$ cat src/rtl/muldiv_sched.sv
// Purpose: arbitrates two pipes onto one shared multi-cycle mul/div unit and tracks the HI/LO hazard.
// Latency: grant is combinational; done pulses LAT+1 cycles after the grant cycle (LAT = MUL_CYCLES or DIV_CYCLES).
// Backpressure: one operation in flight; requests are held off (no grant) in BUSY/DONE and re-granted after done.

package muldiv_pkg;
   typedef enum logic [2:0] {
      OP_NONE = 3'd0,
      OP_MUL  = 3'd1,
      OP_MADD = 3'd2,
      OP_DIV  = 3'd3,
      OP_MFHI = 3'd4,
      OP_MFLO = 3'd5,
      OP_MTHI = 3'd6,
      OP_MTLO = 3'd7
   } muldiv_op_t;
endpackage

module muldiv_sched
   import muldiv_pkg::*;
#(
   parameter int MUL_CYCLES = 5,
   parameter int DIV_CYCLES = 35,
   parameter int CNT_WIDTH  = 6
)(
   input  logic        clock,
   input  logic        reset_n,
   input  logic [1:0]  req_valid,
   input  muldiv_op_t  req_op0,
   input  muldiv_op_t  req_op1,
   input  logic [1:0]  req_u,
   input  logic [31:0] req_a0,
   input  logic [31:0] req_b0,
   input  logic [31:0] req_a1,
   input  logic [31:0] req_b1,
   input  logic        flush,
   output logic [1:0]  grant,
   output logic        unit_start,
   output muldiv_op_t  unit_op,
   output logic        unit_u,
   output logic [31:0] unit_a,
   output logic [31:0] unit_b,
   output logic        done,
   output logic        done_id,
   output logic        hilo_busy
);

   localparam logic [1:0] S_IDLE = 2'd0;
   localparam logic [1:0] S_BUSY = 2'd1;
   localparam logic [1:0] S_DONE = 2'd2;

   localparam logic [CNT_WIDTH-1:0] LP_MUL_LAT = CNT_WIDTH'(MUL_CYCLES);
   localparam logic [CNT_WIDTH-1:0] LP_DIV_LAT = CNT_WIDTH'(DIV_CYCLES);

   logic [1:0]           r_state;
   logic [CNT_WIDTH-1:0] r_count;
   logic                 r_rr;
   logic                 r_start;
   logic                 r_done_id;
   muldiv_op_t           r_unit_op;
   logic                 r_unit_u;
   logic [31:0]          r_unit_a;
   logic [31:0]          r_unit_b;

   logic                 w_long0;
   logic                 w_long1;
   logic                 w_win_id;
   logic                 w_grant_ok;
   logic [CNT_WIDTH-1:0] w_lat;

   // Only MUL/MADD/DIV occupy the unit; everything else is handled elsewhere.
   function automatic logic f_is_long(input muldiv_op_t op);
      return (op == OP_MUL) || (op == OP_MADD) || (op == OP_DIV);
   endfunction

   // Round-robin pick between eligible requesters; a sole requester wins whatever rr says.
   always_comb begin
      w_long0  = req_valid[0] && f_is_long(req_op0);
      w_long1  = req_valid[1] && f_is_long(req_op1);
      w_win_id = 1'b0;
      if (w_long0 && w_long1) begin
         w_win_id = r_rr;
      end else begin
         w_win_id = w_long1;
      end
      // Reset is folded in so grant reads zero while reset_n is held low.
      w_grant_ok = reset_n && (r_state == S_IDLE) && !flush && (w_long0 || w_long1);
      grant      = 2'b00;
      if (w_grant_ok) begin
         grant = w_win_id ? 2'b10 : 2'b01;
      end
      // Latency follows the latched op, which is stable for the whole operation.
      w_lat = (r_unit_op == OP_DIV) ? LP_DIV_LAT : LP_MUL_LAT;
   end

   // Control FSM: flush overrides everything and leaves rr untouched.
   always_ff @(posedge clock or negedge reset_n) begin
      if (!reset_n) begin
         r_state   <= S_IDLE;
         r_count   <= '0;
         r_rr      <= 1'b0;
         r_start   <= 1'b0;
         r_done_id <= 1'b0;
      end else if (flush) begin
         r_state <= S_IDLE;
         r_count <= '0;
         r_start <= 1'b0;
      end else begin
         r_start <= 1'b0;
         case (r_state)
            S_IDLE: begin
               if (w_grant_ok) begin
                  r_state   <= S_BUSY;
                  r_count   <= {{(CNT_WIDTH-1){1'b0}}, 1'b1};
                  r_start   <= 1'b1;
                  r_done_id <= w_win_id;
                  r_rr      <= ~w_win_id;
               end
            end
            S_BUSY: begin
               // Stop counting at LAT, which is below 2^CNT_WIDTH, so the counter never wraps.
               if (r_count == w_lat) begin
                  r_state <= S_DONE;
               end else begin
                  r_count <= r_count + 1'b1;
               end
            end
            S_DONE: begin
               r_state <= S_IDLE;
               r_count <= '0;
            end
            default: begin
               r_state <= S_IDLE;
               r_count <= '0;
            end
         endcase
      end
   end

   // Command registers load only on a grant and hold until the next grant.
   always_ff @(posedge clock or negedge reset_n) begin
      if (!reset_n) begin
         r_unit_op <= OP_NONE;
         r_unit_u  <= 1'b0;
         r_unit_a  <= '0;
         r_unit_b  <= '0;
      end else if (w_grant_ok) begin
         r_unit_op <= w_win_id ? req_op1 : req_op0;
         r_unit_u  <= req_u[w_win_id];
         r_unit_a  <= w_win_id ? req_a1 : req_a0;
         r_unit_b  <= w_win_id ? req_b1 : req_b0;
      end
   end

   assign unit_start = r_start;
   assign unit_op    = r_unit_op;
   assign unit_u     = r_unit_u;
   assign unit_a     = r_unit_a;
   assign unit_b     = r_unit_b;
   assign done       = (r_state == S_DONE) && !flush;
   assign done_id    = r_done_id;
   assign hilo_busy  = (r_state != S_IDLE);

endmodule

$ cat config.mk
export PLATFORM = sky130hd
export DESIGN_NAME = muldiv_sched
export DESIGN_NICKNAME = d
export VERILOG_FILES = /design/src/rtl/muldiv_sched.sv
export SDC_FILE = /design/constraint.sdc
export NUM_CORES = 1
export LEC_CHECK = 0
export CAP_MARGIN = 20
export CORE_MARGIN = 8
export CORE_UTILIZATION = 25
export CTS_BUF_LIST = sky130_fd_sc_hd__clkbuf_8
export DETAILED_ROUTE_END_ITERATION = 10
export HOLD_SLACK_MARGIN = 0.05
export PLACE_DENSITY = 0.71
export SYNTH_ARGS = -nofsm -noshare
export SYNTH_HDL_FRONTEND = slang
export SYNTH_SLANG_ARGS = --single-unit
$ cat constraint.sdc
create_clock -name clock -period 2.2 [get_ports clock]
set_input_delay 0.44 -clock clock [delete_from_list [all_inputs] [get_ports clock]]
set_output_delay 0.44 -clock clock [all_outputs]
set_load 0.01 [all_outputs]
==> flow_summary.json, run 1 <==
{
  "status": "complete, but fails checks",
  "violations": "design-rule violations",
  "portBuffers": 214,
  "placed_area_um2": 5750,
  "timing.rr.start": "r_state[1]$_DFFE_PN0P_",
  "irDropWorstVdd_mv": 0.386,
  "final_common_cell": "clkdlybuf4s50_1",
  "tightest_slew_ns": 0.777,
  "max_stage_delay_ns": 0.44,
  "firstDrtPassIters": 11,
  "fin_hold_ws_ns": 0.103,
  "initial_core_util_pct": 25.5,
  "grt_antenna_before_repair": 0,
  "wl_met1_mm": 5.01,
  "synthCells": 293,
  "worst-endpoint-arrival_ns": 1.70,
  "path_clk_slew_ns": 0.08,
  "routed_wl_mm": 12.8,
  "vias": 3462,
  "gr-total-overflow": 0,
  "critPathKind": "in -> out",
  "maxSlewHeadroom_pct": 48.2,
  "grt_pass1_wl_mm": 20.2,
  "rrSetupSlack_ns": 0.26,
  "grt_max_degree": 69,
  "maxUsedRoutingLayer": "met4",
  "synthToLayoutAreaGrowth_pct": 77.7,
  "worstSetupStartpointType": "input pin",
  "die_area_um2": 17400,
  "post_drt_wl_per_cell_um": 18.5,
  "clk_latency_ns": 0.35,
  "ios": 215,
  "core-area_um2": 13200,
  "root_buffer": "clkbuf_8",
  "cap_violations": 0,
  "slowest_stage": "clkdlybuf4s50_1",
  "met3_length_mm": 1.33,
  "fmax_mhz": 467,
  "skew_ns": 0.00513,
  "nets": 652,
  "final_cell_mix": "clkdlybuf4s50_1 (207), dfrtp_1 (79), inv_1 (72)",
  "critPathMaxFanout": 2,
  "drcViolationCount": 1,
  "cp-startpoint": "req_op1[1]",
  "grt_pass1_vias": 3771,
  "setup_viol": 0,
  "finalCritPeriodShare_pct": 97.4,
  "rows": 42,
  "crit_end": "grant[0]",
  "hold_buffers": 0,
  "gp_congestion": 0.785,
  "fin_area_um2": 5980,
  "ant_nets": 0,
  "cp_data_required_time_ns": 1.76,
  "drt_iter0_drc": 434,
  "n_fill_cell": 1198,
  "ctsHtreeMaxLevel": 3,
  "die_y_um": 132,
  "syn_area_per_cell_um2": 11.5,
  "ys_ff_latch": 79,
  "end_kind": "primary output",
  "ys_seq_area_share_pct": 58.8,
  "reg2reg_to": "unit_a[22]$_DFFE_PN0N_",
  "min_path_type": "in -> async",
  "layout-drive-gt1-share_pct": 7.96,
  "antenna_cells": 0,
  "vias_per_cell": 5.01,
  "synth_area_um2": 3360,
  "cts_tree": "built",
  "clockBufferDepth": 2,
  "period_needed_ns": 2.14,
  "grtUsageTotal_pct": 14.4,
  "clock_sinks": 79,
  "cts_made_buffers": 9,
  "drv_slew": 0,
  "hold_viol_final": 0,
  "dp.final_hpwl_mm": 9.73,
  "rr_worst_depth": 6,
  "die_w_um": 132,
  "wl_met2_mm": 6.21,
  "crit_chain": "clkdlybuf4s50_1 > nor2_2 > nor2_1 > buf_4 > a211oi_4 > buf_2",
  "yosysWarnings": 0,
  "synth.distinct_cells": 34,
  "pwr_density_cell_nw_per_um2": 767,
  "tns_ns": 0,
  "synth_fp_nets": 435,
  "power.leakage_nw": 2.86
}
state kept, by name, indices dropped and copies added (netlist names):
signal      flops
unit_op         3
r_count         6
r_state         2
unit_b         32
unit_start      1
done_id         1
unit_u          1
unit_a         32
r_rr            1
critical path, delay by kind of cell:
| family | cells | cell delay, ns |
|---|---|---|
| buf+inv | 3 | 0.77 |
| compound gates | 1 | 0.25 |
| simple gates | 2 | 0.23 |
worst min-delay path by stage:
stage	endpoint	slack (ns)	cells past startpoint
finish	r_count[3]$_DFFE_PN0P_	0.10	2
global route	unit_b[0]$_DFFE_PN0N_	0.1	2
CTS	unit_op[2]$_DFFE_PN0N_	0.08	2
detailed placement	r_count[0]$_DFFE_PN0P_	0.48	2
global placement	r_count[0]$_DFFE_PN0P_	0.48	2
floorplan	done_id$_DFFE_PN0P_	0.14	0
cell usage after synthesis (all sizes together):
master / instances / share of area, %
nand2: 7 / 0.78
nand3b: 1 / 0.22
a222oi: 67 / 20
o31ai: 1 / 0.22
a21bo: 1 / 0.30
nor2: 7 / 0.78
and2: 3 / 0.56
buf: 7 / 1.7
ha: 1 / 0.37
a21oi: 2 / 0.30
a211oi: 1 / 0.37
clkbuf: 15 / 1.7
nor3b: 4 / 0.89
a22o: 1 / 0.26
or2: 2 / 0.37
nand3: 2 / 0.30
o21ai: 6 / 0.89
a21boi: 1 / 0.22
a211o: 1 / 0.26
nor3: 2 / 0.45
mux2i: 1 / 0.30
dfrtp: 79 / 59
o22a: 1 / 0.26
o32ai: 1 / 0.26
and3b: 1 / 0.26
inv: 72 / 8.0
or3: 1 / 0.19
nand2b: 2 / 0.37
o211a: 1 / 0.30
and3: 2 / 0.37
cell type report:
| class | instances | area (um2) | share of cell area [%] |
|---|---|---|---|
| Inverter | 72 | 270 | 4.52 |
| Clock inverter | 4 | 43.8 | 0.733 |
| Sequential cell | 79 | 1980 | 33.1 |
| Timing Repair Buffer | 228 | 2270 | 38.0 |
| Multi-Input combinational cell | 120 | 1030 | 17.2 |
| Tap cell | 176 | 220 | 3.69 |
| Clock buffer | 12 | 165 | 2.76 |
cells by family after synthesis:
kind of cell | synth area share [%]
mux | 0.298
simple gates | 5.55
flops | 58.8
compound gates | 23.6
fa+ha+maj | 0.372
buf+inv | 11.4
metal layers:
layer	up-vias	track usage, %
li1	1537	-
met1	1718	15.5
met2	191	24.4
met3	16	6.17
met4	0	6.13
met5	-	0
repair_timing:
action                                  4_1_cts  5_1_grt
resized for setup                            12        6
hold endpoints to repair                      0        0
endpoints found under the setup margin       70        3
buffers inserted                              0        0
pin swaps                                     0        3
metrics by stage:
stage	total power, mW	util (%)	cells	worst slack (ns)
after global placement	3.45	43.6	675	-0.439
after global routing	4.85	45.3	691	-0.00259
after floorplan	2.45	-	293	0.405
after CTS	4.66	45.2	691	-0.0132
final	4.58	45.3	691	0.0581
after detailed placement	3.49	43.6	675	-0.507
where the power goes:
part	internal (mW)	switching (mW)	total [mW]
registers	1.75	0.186	1.93
clock network	0.610	0.517	1.13
logic	0.949	0.576	1.52
total	3.31	1.28	4.58
(Power assumes the default switching activity.)
==> inputs of run 2 (changes only) <==
--- a/config.mk
+++ b/config.mk
@@ -7,11 +7,11 @@
 export LEC_CHECK = 0
 export CAP_MARGIN = 20
 export CORE_MARGIN = 8
-export CORE_UTILIZATION = 25
+export CORE_UTILIZATION = 38
 export CTS_BUF_LIST = sky130_fd_sc_hd__clkbuf_8
 export DETAILED_ROUTE_END_ITERATION = 10
 export HOLD_SLACK_MARGIN = 0.05
-export PLACE_DENSITY = 0.71
+export PLACE_DENSITY = 0.95
 export SYNTH_ARGS = -nofsm -noshare
 export SYNTH_HDL_FRONTEND = slang
 export SYNTH_SLANG_ARGS = --single-unit
==> flow_summary.json, run 2 (synthesized netlist as in run 1, its figures left out) <==
{
  "status": "complete, no violations",
  "wl_met2_mm": 6.49,
  "root_buffer": "clkbuf_8",
  "pwr_density_cell_nw_per_um2": 792,
  "fin_area_um2": 5890,
  "core-area_um2": 8640,
  "grtUsageTotal_pct": 21.0,
  "die_area_um2": 12100,
  "dp_slack_ns": -0.450,
  "initial_core_util_pct": 38.9,
  "swShare_pct": 28.0,
  "clk_latency_ns": 0.34,
  "die_w_um": 110,
  "irDropWorstVdd_mv": 0.437,
  "maxUsedRoutingLayer": "met4",
  "worst-endpoint-arrival_ns": 1.64,
  "drv_slew": 0,
  "hold_viol_final": 0,
  "maxSlewHeadroom_pct": 61.9,
  "drt_iter0_drc": 388,
  "power.total_mw": 4.66,
  "reg2reg_to": "unit_a[23]$_DFFE_PN0N_",
  "p_seq_share_pct": 41.6,
  "end_kind": "primary output",
  "path_clk_slew_ns": 0.09,
  "worstSetupStartpointType": "input pin",
  "period_needed_ns": 2.08,
  "combinationalPowerShare_pct": 32.8,
  "rrSetupSlack_ns": 0.26,
  "critPathMaxFanout": 2,
  "cts_made_buffers": 9,
  "antenna_cells": 0,
  "grt_pass1_vias": 3832,
  "gr-total-overflow": 0,
  "dp.final_hpwl_mm": 9.75,
  "vias_per_cell": 5.56,
  "gp_congestion": 0.826,
  "grt_max_degree": 69,
  "drcViolationCount": 0,
  "rr_worst_depth": 7,
  "skew_ns": 0.0135,
  "routed_wl_mm": 12.7,
  "rows": 34,
  "clockBufferDepth": 2,
  "rsz0062_at_grt": "false",
  "firstDrtPassIters": 8,
  "critPathKind": "in -> out",
  "final_common_cell": "clkdlybuf4s50_1",
  "min_path_type": "in -> async",
  "layout-drive-gt1-share_pct": 7.60,
  "cts_tree": "built",
  "power.leakage_nw": 2.86,
  "utilization_pct": 68.2,
  "nets": 650,
  "n_fill_cell": 624,
  "p_sw_mw": 1.31,
  "pwr-share-clk_pct": 25.6,
  "cap_violations": 0,
  "grt_pass1_wl_mm": 19.7,
  "ios": 215,
  "tightest_slew_ns": 0.571,
  "tns_ns": 0,
  "met3_length_mm": 1.44,
  "setup_viol": 0,
  "wl_met1_mm": 4.49,
  "final_cell_mix": "clkdlybuf4s50_1 (206), dfrtp_1 (79), inv_1 (72)",
  "fmax_mhz": 480,
  "synthToLayoutAreaGrowth_pct": 75.2,
  "placed_area_um2": 5650,
  "clock_sinks": 79,
  "timing.rr.start": "r_state[0]$_DFFE_PN0P_",
  "grt_antenna_before_repair": 0,
  "cp_data_required_time_ns": 1.76,
  "die_y_um": 110,
  "p_int_mw": 3.36,
  "ant_nets": 0,
  "vias": 3454,
  "post_drt_wl_per_cell_um": 20.5,
  "post-route-worst-setup-slack_ns": 0.119,
  "finalCritPeriodShare_pct": 94.6,
  "ctsHtreeMaxLevel": 3,
  "portBuffers": 214
}
run 2: cell types whose count changed in the layout (fill, tap and decap cells not counted):
cell             before  now
buf_2                 1    2
buf_4                13   10
bufinv_16             1    2
clkbuf_8             12   10
clkdlybuf4s50_1     207  206
clkinv_2              2    1
clkinv_4              0    1
clkinvlp_4            0    1
dlymetal6s2s_1        3    4
run 2: timing repair:
| action | in CTS | in global routing |
|---|---|---|
| buffers inserted | 0 | 0 |
| hold buffers | 0 | 0 |
| endpoints found under the setup margin | 70 | 3 |
| pin swaps | 1 | 2 |
| resized for setup | 13 | 5 |
run 2: power groups by stage:
| stage | Combinational [mW] | Clock (mW) | Sequential, mW |
|---|---|---|---|
| final | 1.53 | 1.19 | 1.94 |
| after global placement | 1.49 | 0 | 1.94 |
| after global routing | 1.64 | 1.27 | 1.97 |
| after detailed placement | 1.54 | 0 | 1.96 |
| after CTS | 1.55 | 1.22 | 1.94 |
| after floorplan | 0.381 | 0 | 2.07 |
run 2: layout make-up:
class                      count  area (um2)  share of cell area (%)
multi-input combinational    120        1030                    17.4
clock inverter                 6        85.1                    1.44
sequential                    79        1980                    33.6
clock buffer                  10         138                    2.34
tap                          108         135                    2.29
inverter                      72         270                    4.59
timing repair buffer         226        2260                    38.3
run 2: worst max-delay path: stages:
cell             delay, ns
clkdlybuf4s50_1       0.43
nor2_1                0.22
nor2_2                0.10
a211oi_4              0.27
buf_2                 0.18
run 2: worst max path at each step:
stage | to | slack, ns | startpoint
3_3_place_gp | grant[0] | -0.40 | req_valid[0]
2_1_floorplan | unit_b[0]$_DFFE_PN0N_ | 0.41 | req_valid[0]
3_5_place_dp | unit_a[23]$_DFFE_PN0N_ | -0.45 | req_valid[0]
6_report | grant[0] | 0.12 | req_op1[1]
4_1_cts | grant[1] | -0.02 | req_valid[0]
5_1_grt | grant[0] | 0.04 | r_state[0]$_DFFE_PN0P_
run 2: metrics by stage:
stage,hold slack [ns],cells
2_1_floorplan,0.144,293
3_3_place_gp,0.487,605
3_5_place_dp,0.491,605
4_1_cts,0.171,621
5_1_grt,0.205,621
6_report,0.161,621
run 2: routing by layer:
layer / up-vias / track usage (%)
met4: 0 / 9.16
li1: 1532 / -
met5: - / 0
met2: 215 / 36.7
met1: 1683 / 21.8
met3: 24 / 8.26
